$ cat src/rtl/rob_wb_arb_if.sv
// Result payload shared by execution units and the ROB, plus the writeback bus bundle
// carrying per-source push handshakes and the single retire-side result port.
package rob_defs;
    typedef struct packed {
        logic [5:0]  rob_idx;
        logic        exc;
        logic [31:0] data;
    } t_rob_result;
endpackage

interface rob_wb_arb_if #(
    parameter int NUM_SRCS = 3
);
    logic [NUM_SRCS-1:0]                  ex_valid_rb0;
    rob_defs::t_rob_result [NUM_SRCS-1:0] ex_result_rb0;
    logic [NUM_SRCS-1:0]                  ex_ready_rb0;
    logic                                 ro_valid_rb0;
    rob_defs::t_rob_result                ro_result_rb0;

    modport master (
        output ex_valid_rb0, ex_result_rb0,
        input  ex_ready_rb0, ro_valid_rb0, ro_result_rb0
    );

    modport slave (
        input  ex_valid_rb0, ex_result_rb0,
        output ex_ready_rb0, ro_valid_rb0, ro_result_rb0
    );
endinterface

$ cat src/rtl/rob_wb_arb.sv
// Writeback arbiter: one small FIFO per execution unit, round-robin drain of one
// result per cycle into a registered ROB result port; flush discards everything queued.
module rob_wb_arb #(
    parameter int NUM_SRCS   = 3,
    parameter int FIFO_DEPTH = 2
) (
    input logic         clk,
    input logic         reset,
    input logic         flush_rb1,
    rob_wb_arb_if.slave bus
);
    localparam int PW = (FIFO_DEPTH > 1) ? $clog2(FIFO_DEPTH) : 1;
    localparam int CW = $clog2(FIFO_DEPTH + 1);
    localparam int RW = (NUM_SRCS > 1) ? $clog2(NUM_SRCS) : 1;

    localparam logic [CW-1:0] FULL     = CW'(FIFO_DEPTH);
    localparam logic [PW-1:0] LAST     = PW'(FIFO_DEPTH - 1);
    localparam logic [RW-1:0] LAST_SRC = RW'(NUM_SRCS - 1);
    localparam logic [RW:0]   NSRC     = (RW + 1)'(NUM_SRCS);

    rob_defs::t_rob_result mem [NUM_SRCS][FIFO_DEPTH];
    logic [PW-1:0]         rd_ptr [NUM_SRCS];
    logic [PW-1:0]         wr_ptr [NUM_SRCS];
    logic [CW-1:0]         count  [NUM_SRCS];
    logic [RW-1:0]         rr_ptr;

    logic                  ro_valid;
    rob_defs::t_rob_result ro_result;

    logic [NUM_SRCS-1:0]   ready;
    logic [NUM_SRCS-1:0]   push;
    logic [NUM_SRCS-1:0]   pop;
    logic                  gnt_valid;
    logic [RW-1:0]         gnt_idx;
    logic [RW:0]           scan;

    // Ready depends only on the registered fill level, so a full FIFO never admits a push
    // even when it is being drained in the same cycle.
    always_comb begin
        for (int i = 0; i < NUM_SRCS; i++) begin
            ready[i] = !reset && (count[i] != FULL);
            push[i]  = bus.ex_valid_rb0[i] && ready[i] && !flush_rb1;
        end
    end

    // Scan downward so the last hit is the non-empty source closest to rr_ptr.
    // NOTE: every always_comb output gets a default before any branch, so no latch is inferred.
    always_comb begin
        gnt_valid = 1'b0;
        gnt_idx   = '0;
        scan      = '0;
        for (int k = NUM_SRCS - 1; k >= 0; k--) begin
            scan = {1'b0, rr_ptr} + (RW + 1)'(k);
            if (scan >= NSRC) scan = scan - NSRC;
            if (!reset && !flush_rb1 && (count[scan[RW-1:0]] != '0)) begin
                gnt_valid = 1'b1;
                gnt_idx   = scan[RW-1:0];
            end
        end
    end

    always_comb begin
        for (int i = 0; i < NUM_SRCS; i++) begin
            pop[i] = gnt_valid && (gnt_idx == RW'(i));
        end
    end

    // NOTE: state registers use non-blocking assignments so every flop samples pre-edge values.
    always_ff @(posedge clk) begin
        if (reset) begin
            for (int i = 0; i < NUM_SRCS; i++) begin
                count[i]  <= '0;
                rd_ptr[i] <= '0;
                wr_ptr[i] <= '0;
            end
            rr_ptr    <= '0;
            ro_valid  <= 1'b0;
            ro_result <= '0;
        end else if (flush_rb1) begin
            for (int i = 0; i < NUM_SRCS; i++) begin
                count[i]  <= '0;
                rd_ptr[i] <= '0;
                wr_ptr[i] <= '0;
            end
            ro_valid <= 1'b0;
        end else begin
            for (int i = 0; i < NUM_SRCS; i++) begin
                if (push[i]) wr_ptr[i] <= (wr_ptr[i] == LAST) ? '0 : wr_ptr[i] + PW'(1);
                if (pop[i])  rd_ptr[i] <= (rd_ptr[i] == LAST) ? '0 : rd_ptr[i] + PW'(1);
                if (push[i] && !pop[i])      count[i] <= count[i] + CW'(1);
                else if (pop[i] && !push[i]) count[i] <= count[i] - CW'(1);
            end
            ro_valid <= gnt_valid;
            if (gnt_valid) begin
                ro_result <= mem[gnt_idx][rd_ptr[gnt_idx]];
                rr_ptr    <= (gnt_idx == LAST_SRC) ? '0 : gnt_idx + RW'(1);
            end
        end
    end

    // NOTE: payload storage is not reset; count alone decides which entries are live.
    always_ff @(posedge clk) begin
        for (int i = 0; i < NUM_SRCS; i++) begin
            if (push[i]) mem[i][wr_ptr[i]] <= bus.ex_result_rb0[i];
        end
    end

    assign bus.ex_ready_rb0  = ready;
    assign bus.ro_valid_rb0  = ro_valid;
    assign bus.ro_result_rb0 = ro_result;

`ifdef ASSERT
    for (genvar i = 0; i < NUM_SRCS; i++) begin : g_push_chk
        a_push_when_ready: assert property (@(posedge clk) disable iff (reset)
            !(bus.ex_valid_rb0[i] && !ready[i]));
    end
`endif

endmodule

$ cat src/flat_wrapper.sv
// flat-port wrapper written by rule: the top's interface ports become plain ports
module rob_wb_arb_flat 
#(
    parameter int NUM_SRCS   = 3,
    parameter int FIFO_DEPTH = 2
)
  (clk, reset, flush_rb1, bus_ex_valid_rb0, bus_ex_result_rb0, bus_ex_ready_rb0, bus_ro_valid_rb0, bus_ro_result_rb0);
  rob_wb_arb_if #(.NUM_SRCS(NUM_SRCS)) bus_i ();
  input logic clk;
  input logic reset;
  input logic flush_rb1;
  input wire logic [$bits(bus_i.ex_valid_rb0)-1:0] bus_ex_valid_rb0;
  input wire logic [$bits(bus_i.ex_result_rb0)-1:0] bus_ex_result_rb0;
  output wire logic [$bits(bus_i.ex_ready_rb0)-1:0] bus_ex_ready_rb0;
  output wire logic [$bits(bus_i.ro_valid_rb0)-1:0] bus_ro_valid_rb0;
  output wire logic [$bits(bus_i.ro_result_rb0)-1:0] bus_ro_result_rb0;
  assign bus_i.ex_valid_rb0 = bus_ex_valid_rb0;
  assign bus_i.ex_result_rb0 = bus_ex_result_rb0;
  assign bus_ex_ready_rb0 = bus_i.ex_ready_rb0;
  assign bus_ro_valid_rb0 = bus_i.ro_valid_rb0;
  assign bus_ro_result_rb0 = bus_i.ro_result_rb0;
  rob_wb_arb #(.NUM_SRCS(NUM_SRCS), .FIFO_DEPTH(FIFO_DEPTH)) u_core (.clk(clk), .reset(reset), .flush_rb1(flush_rb1), .bus(bus_i));
endmodule
$ cat config.mk
export PLATFORM = sky130hd
export DESIGN_NAME = rob_wb_arb_flat
export DESIGN_NICKNAME = d
export VERILOG_FILES = /design/src/rtl/rob_wb_arb_if.sv /design/src/rtl/rob_wb_arb.sv /design/src/flat_wrapper.sv
export SDC_FILE = /design/constraint.sdc
export NUM_CORES = 1
export LEC_CHECK = 0
export CORE_UTILIZATION = 49
export DETAILED_ROUTE_END_ITERATION = 8
export PLACE_DENSITY = 0.76
export SLEW_MARGIN = 20
export SYNTH_ARGS = -nofsm -noshare
export SYNTH_HDL_FRONTEND = slang
export SYNTH_SLANG_ARGS = --single-unit
$ cat constraint.sdc
create_clock -name clk -period 4.2 [get_ports clk]
set_clock_uncertainty 0.15 [all_clocks]
set_input_delay 0.84 -clock clk [delete_from_list [all_inputs] [get_ports clk]]
set_output_delay 0.84 -clock clk [all_outputs]
set_load 0.05 [all_outputs]
==> impl_table.tex <==
\begin{tabular}{lr}
\hline
Metric & Value \\
\hline
\multicolumn{2}{l}{\textbf{Setup path}} \\
\quad Critical Path Start Type & primary input \\
\quad Kind of capture point of the worst setup path & primary output \\
\quad Highest fanout seen on the critical path & 13 \\
\quad Critical path start-end classification & in -> out \\
\quad Data arrival time of the critical path & 2590 ps \\
\quad Required time at the worst-slack endpoint & 3210 ps \\
\multicolumn{2}{l}{\textbf{Placed design}} \\
\quad Placement Setup Slack & 183 ps \\
\quad Half-perimeter wire length after placement & 18.0 mm \\
\quad Count of input and output buffers & 165 \\
\quad Placer Congestion & 0.865 \\
\quad Placed cells & 1304 \\
\multicolumn{2}{l}{\textbf{STA}} \\
\quad Number of hold violations in the final report & 0 \\
\quad Slew of the pin with the lowest slew margin & 808 ps \\
\quad Summed negative setup slack over all endpoints & 0 ps \\
\quad Setup repair after global routing missed its margin & no \\
\quad Final count of negative-setup-slack endpoints & 0 \\
\quad Max transition margin & 0.460 \\
\quad Time the final worst path needs with I/O delays and setup & 3580 ps \\
\quad Achievable frequency & 0.279 GHz \\
\quad Fin worst setup slack & 616 ps \\
\quad Final count of pins violating max slew & 0 \\
\quad Post-route clock period utilization & 0.853 \\
\multicolumn{2}{l}{\textbf{Global route}} \\
\quad Leftover overflow at the end of global routing & 0 \\
\quad First-pass GRT wire length & 44.7 mm \\
\quad Maximum number of pins on one net before global-route repair & 59 \\
\quad Overall global routing resource usage & 0.244 \\
\quad Number of global-route vias before repair & 7964 \\
\quad Initial antenna violation count & 2 \\
\multicolumn{2}{l}{\textbf{Clock network}} \\
\quad Resize count post-CTS & 0 \\
\quad Hold buffers post-CTS & 0 \\
\quad Number of buffers created by CTS & 29 \\
\quad Post-CTS Setup Inserts & 0 \\
\quad Clock sink count & 288 \\
\quad Clock tree from TritonCTS & yes \\
\quad Worst skew pair latency & 550 ps \\
\quad Root buf cell & sky130\_fd\_sc\_hd\_\_clkbuf\_16 \\
\quad Clock Pin Slew Worst Setup and Hold Paths & 60 ps \\
\quad Max Buffers Root-to-Sink & 3 \\
\quad H-Tree Depth & 1 \\
\multicolumn{2}{l}{\textbf{Floorplan}} \\
\quad Die ar. & 24300 um2 \\
\quad \# rows & 55 \\
\quad Die height & 156 um \\
\quad Die X & 156 um \\
\quad Placeable core region & 22900 um2 \\
\quad Initial cell density of the core & 0.507 \\
\quad Number of placed I/O pins & 166 \\
\multicolumn{2}{l}{\textbf{Synthesis}} \\
\quad Mean instance size in the synthesized netlist & 13.4 um2 \\
\quad Most area-consuming cells after synthesis & sky130\_fd\_sc\_hd\_\_edfxtp\_1 (64\%), sky130\_fd\_sc\_hd\_\_dfxtp\_1 (7.2\%), sky130\_fd\_sc\_hd\_\_a211oi\_1 (4.5\%) \\
\quad Count of yosys warnings during synthesis & 0 \\
\quad Most common cell in the netlist & sky130\_fd\_sc\_hd\_\_edfxtp\_1 \\
\quad Share of synthesized flip-flops with an asynchronous set or reset & 0 \\
\quad Gate count of the mapped netlist & 864 \\
\quad Mapped cell area & 11600 um2 \\
\quad Distinct cell type count after synthesis & 59 \\
\quad Fraction of post-synthesis cell area in the top cell type by area & 0.636 \\
\quad Part of the Yosys area used for sequential elements & 0.708 \\
\quad Post-synth top area cell & sky130\_fd\_sc\_hd\_\_edfxtp\_1 \\
\quad Post-synth net total & 992 \\
\quad Number of enable-type register cells in the synthesized netlist & 246 \\
\quad Top cells by instance count after synthesis & sky130\_fd\_sc\_hd\_\_edfxtp\_1 (246), sky130\_fd\_sc\_hd\_\_nor2\_1 (101), sky130\_fd\_sc\_hd\_\_nand2\_1 (85) \\
\quad Dominant synthesized flop cell & sky130\_fd\_sc\_hd\_\_edfxtp\_1 \\
\quad Seq cells post-synth & 288 \\
\multicolumn{2}{l}{\textbf{Detailed routing}} \\
\quad Detailed-route DRC error count & 0 \\
\quad WL/cell & 21.7 um \\
\quad Routed Wire Length & 29.5 mm \\
\quad First drt pass iteration count & 5 \\
\quad Starting DRT DRC Count & 668 \\
\quad Post-DRT Antenna Nets & 0 \\
\quad Via density per instance & 5.87 \\
\quad Vias & 7979 \\
\multicolumn{2}{l}{\textbf{Layout}} \\
\quad Number of standard cells in the layout, taps in and fillers out & 1359 \\
\quad Area overhead of the layout relative to synthesis & 26.3\% \\
\quad Area taken by multi-input logic gates & 3150 um2 \\
\quad Layout cell share with drive strength beyond 1 & 0.102 \\
\quad Sequential cell area in the final layout & 8230 um2 \\
\quad Filler Cells Inserted & 1680 \\
\quad Post-layout nets & 1150 \\
\multicolumn{2}{l}{\textbf{Hold path}} \\
\quad HP Class & reg -> reg \\
\multicolumn{2}{l}{\textbf{Run}} \\
\quad Max-cap violation count & 0 \\
\multicolumn{2}{l}{\textbf{Power and ir drop}} \\
\quad Power per unit of standard cell area & 684 nW/um2 \\
\quad Leak & 5.13 nW \\
\quad Largest voltage drop on the vdd net & 0.515 mV \\
\multicolumn{2}{l}{\textbf{Outcome}} \\
\quad Result of the run & finished, final reports clean \\
\hline
\end{tabular}
[critical path, stage by stage]
cell and delay (ps):
sky130_fd_sc_hd__clkdlybuf4s50_1 480, sky130_fd_sc_hd__inv_2 300, sky130_fd_sc_hd__and2_1 180, sky130_fd_sc_hd__clkdlybuf4s50_1 790
[cells by family after synthesis]
logic type / Yosys count / synth area share
compound gates: 234 / 0.153
xor+xnor: 3 / 0.00226
fa+ha+maj: 5 / 0.00539
buf+inv: 70 / 0.0271
flops: 288 / 0.708
mux: 3 / 0.00280
simple gates: 261 / 0.101
[stage by stage]
stage	hold slack [ps]	util	total power, W	area (um2)
4_1_cts	447	0.640	0.0100	14700
3_5_place_dp	428	0.597	0.00741	13700
6_report	441	0.640	0.0100	14700
5_1_grt	466	0.640	0.0105	14700
2_1_floorplan	377	-	0.00626	11600
3_3_place_gp	425	0.597	0.00733	13700
[state kept, by name (all words and copies together), names as in the netlist]
name                      cells
u_core.mem                  234
u_core.bus.ro_result_rb0     39
u_core.count                  6
u_core.rd_ptr                 3
u_core.wr_ptr                 3
u_core.rr_ptr                 2
u_core.bus.ro_valid_rb0       1
[final cells by class]
class / count / area share
diodes: 2 / 0.000341
clock buffers: 41 / 0.0560
clock inverters: 12 / 0.0109
inverters: 8 / 0.00205
multi-input cells: 506 / 0.215
flip-flops and latches: 288 / 0.561
well taps: 313 / 0.0267
repair buffers: 189 / 0.128
[path summary, 6_finish.rpt]
| path | from | end | slack (ps) | cells past startpoint |
|---|---|---|---|---|
| hold / removal | u_core.bus.ro_result_rb0[23]$_SDFFE_PP0P_ | u_core.bus.ro_result_rb0[23]$_SDFFE_PP0P_ | 440 | 2 |
| setup reg to reg | u_core.rr_ptr[0]$_SDFFE_PP0P_ | u_core.bus.ro_result_rb0[4]$_SDFFE_PP0P_ | 670 | 9 |
| setup / recovery | reset | bus_ex_ready_rb0[1] | 620 | 4 |
| hold reg to reg | u_core.bus.ro_result_rb0[23]$_SDFFE_PP0P_ | u_core.bus.ro_result_rb0[23]$_SDFFE_PP0P_ | 440 | 2 |
[layout by cell type (no fill, tap or decap), drive strengths merged, types with 2 or more instances in the layout]
cell type / netlist / final
a211oi: 80 / 80
a21o: 2 / 2
a21oi: 83 / 83
a31o: 2 / 2
a32o: 2 / 2
and2: 6 / 6
and3: 3 / 3
buf: 28 / 24
bufinv: 0 / 4
clkbuf: 34 / 41
clkdlybuf4s50: 0 / 165
clkinv: 0 / 7
dfxtp: 42 / 42
diode: 0 / 2
edfxtp: 246 / 246
ha: 5 / 5
inv: 8 / 9
mux2: 2 / 2
nand2: 85 / 85
nand2b: 5 / 5
nand3: 5 / 5
nor2: 102 / 102
nor3: 5 / 5
nor4: 3 / 3
o211a: 2 / 2
o211ai: 3 / 3
o21ai: 7 / 7
o311a: 40 / 40
o31ai: 2 / 2
or3: 42 / 42
xnor2: 2 / 2
[layer usage]
| metal | up-vias | global-route usage | wire, um | share of wire |
|---|---|---|---|---|
| li1 | 3629 | - | - | - |
| met3 | 53 | 0.0389 | 2510 | 0.085 |
| met4 | 0 | 0.0738 | 651 | 0.022 |
| met2 | 372 | 0.408 | 14700 | 0.50 |
| met5 | - | 0 | 0 | 0 |
| met1 | 3925 | 0.329 | 11700 | 0.40 |
[power by group]
group          switching (W)  total (W)  internal [W]
Clock                0.00103    0.00263       0.00160
Combinational        0.00244    0.00379       0.00135
Sequential          0.000180    0.00361       0.00343
(Power assumes the default switching activity.)
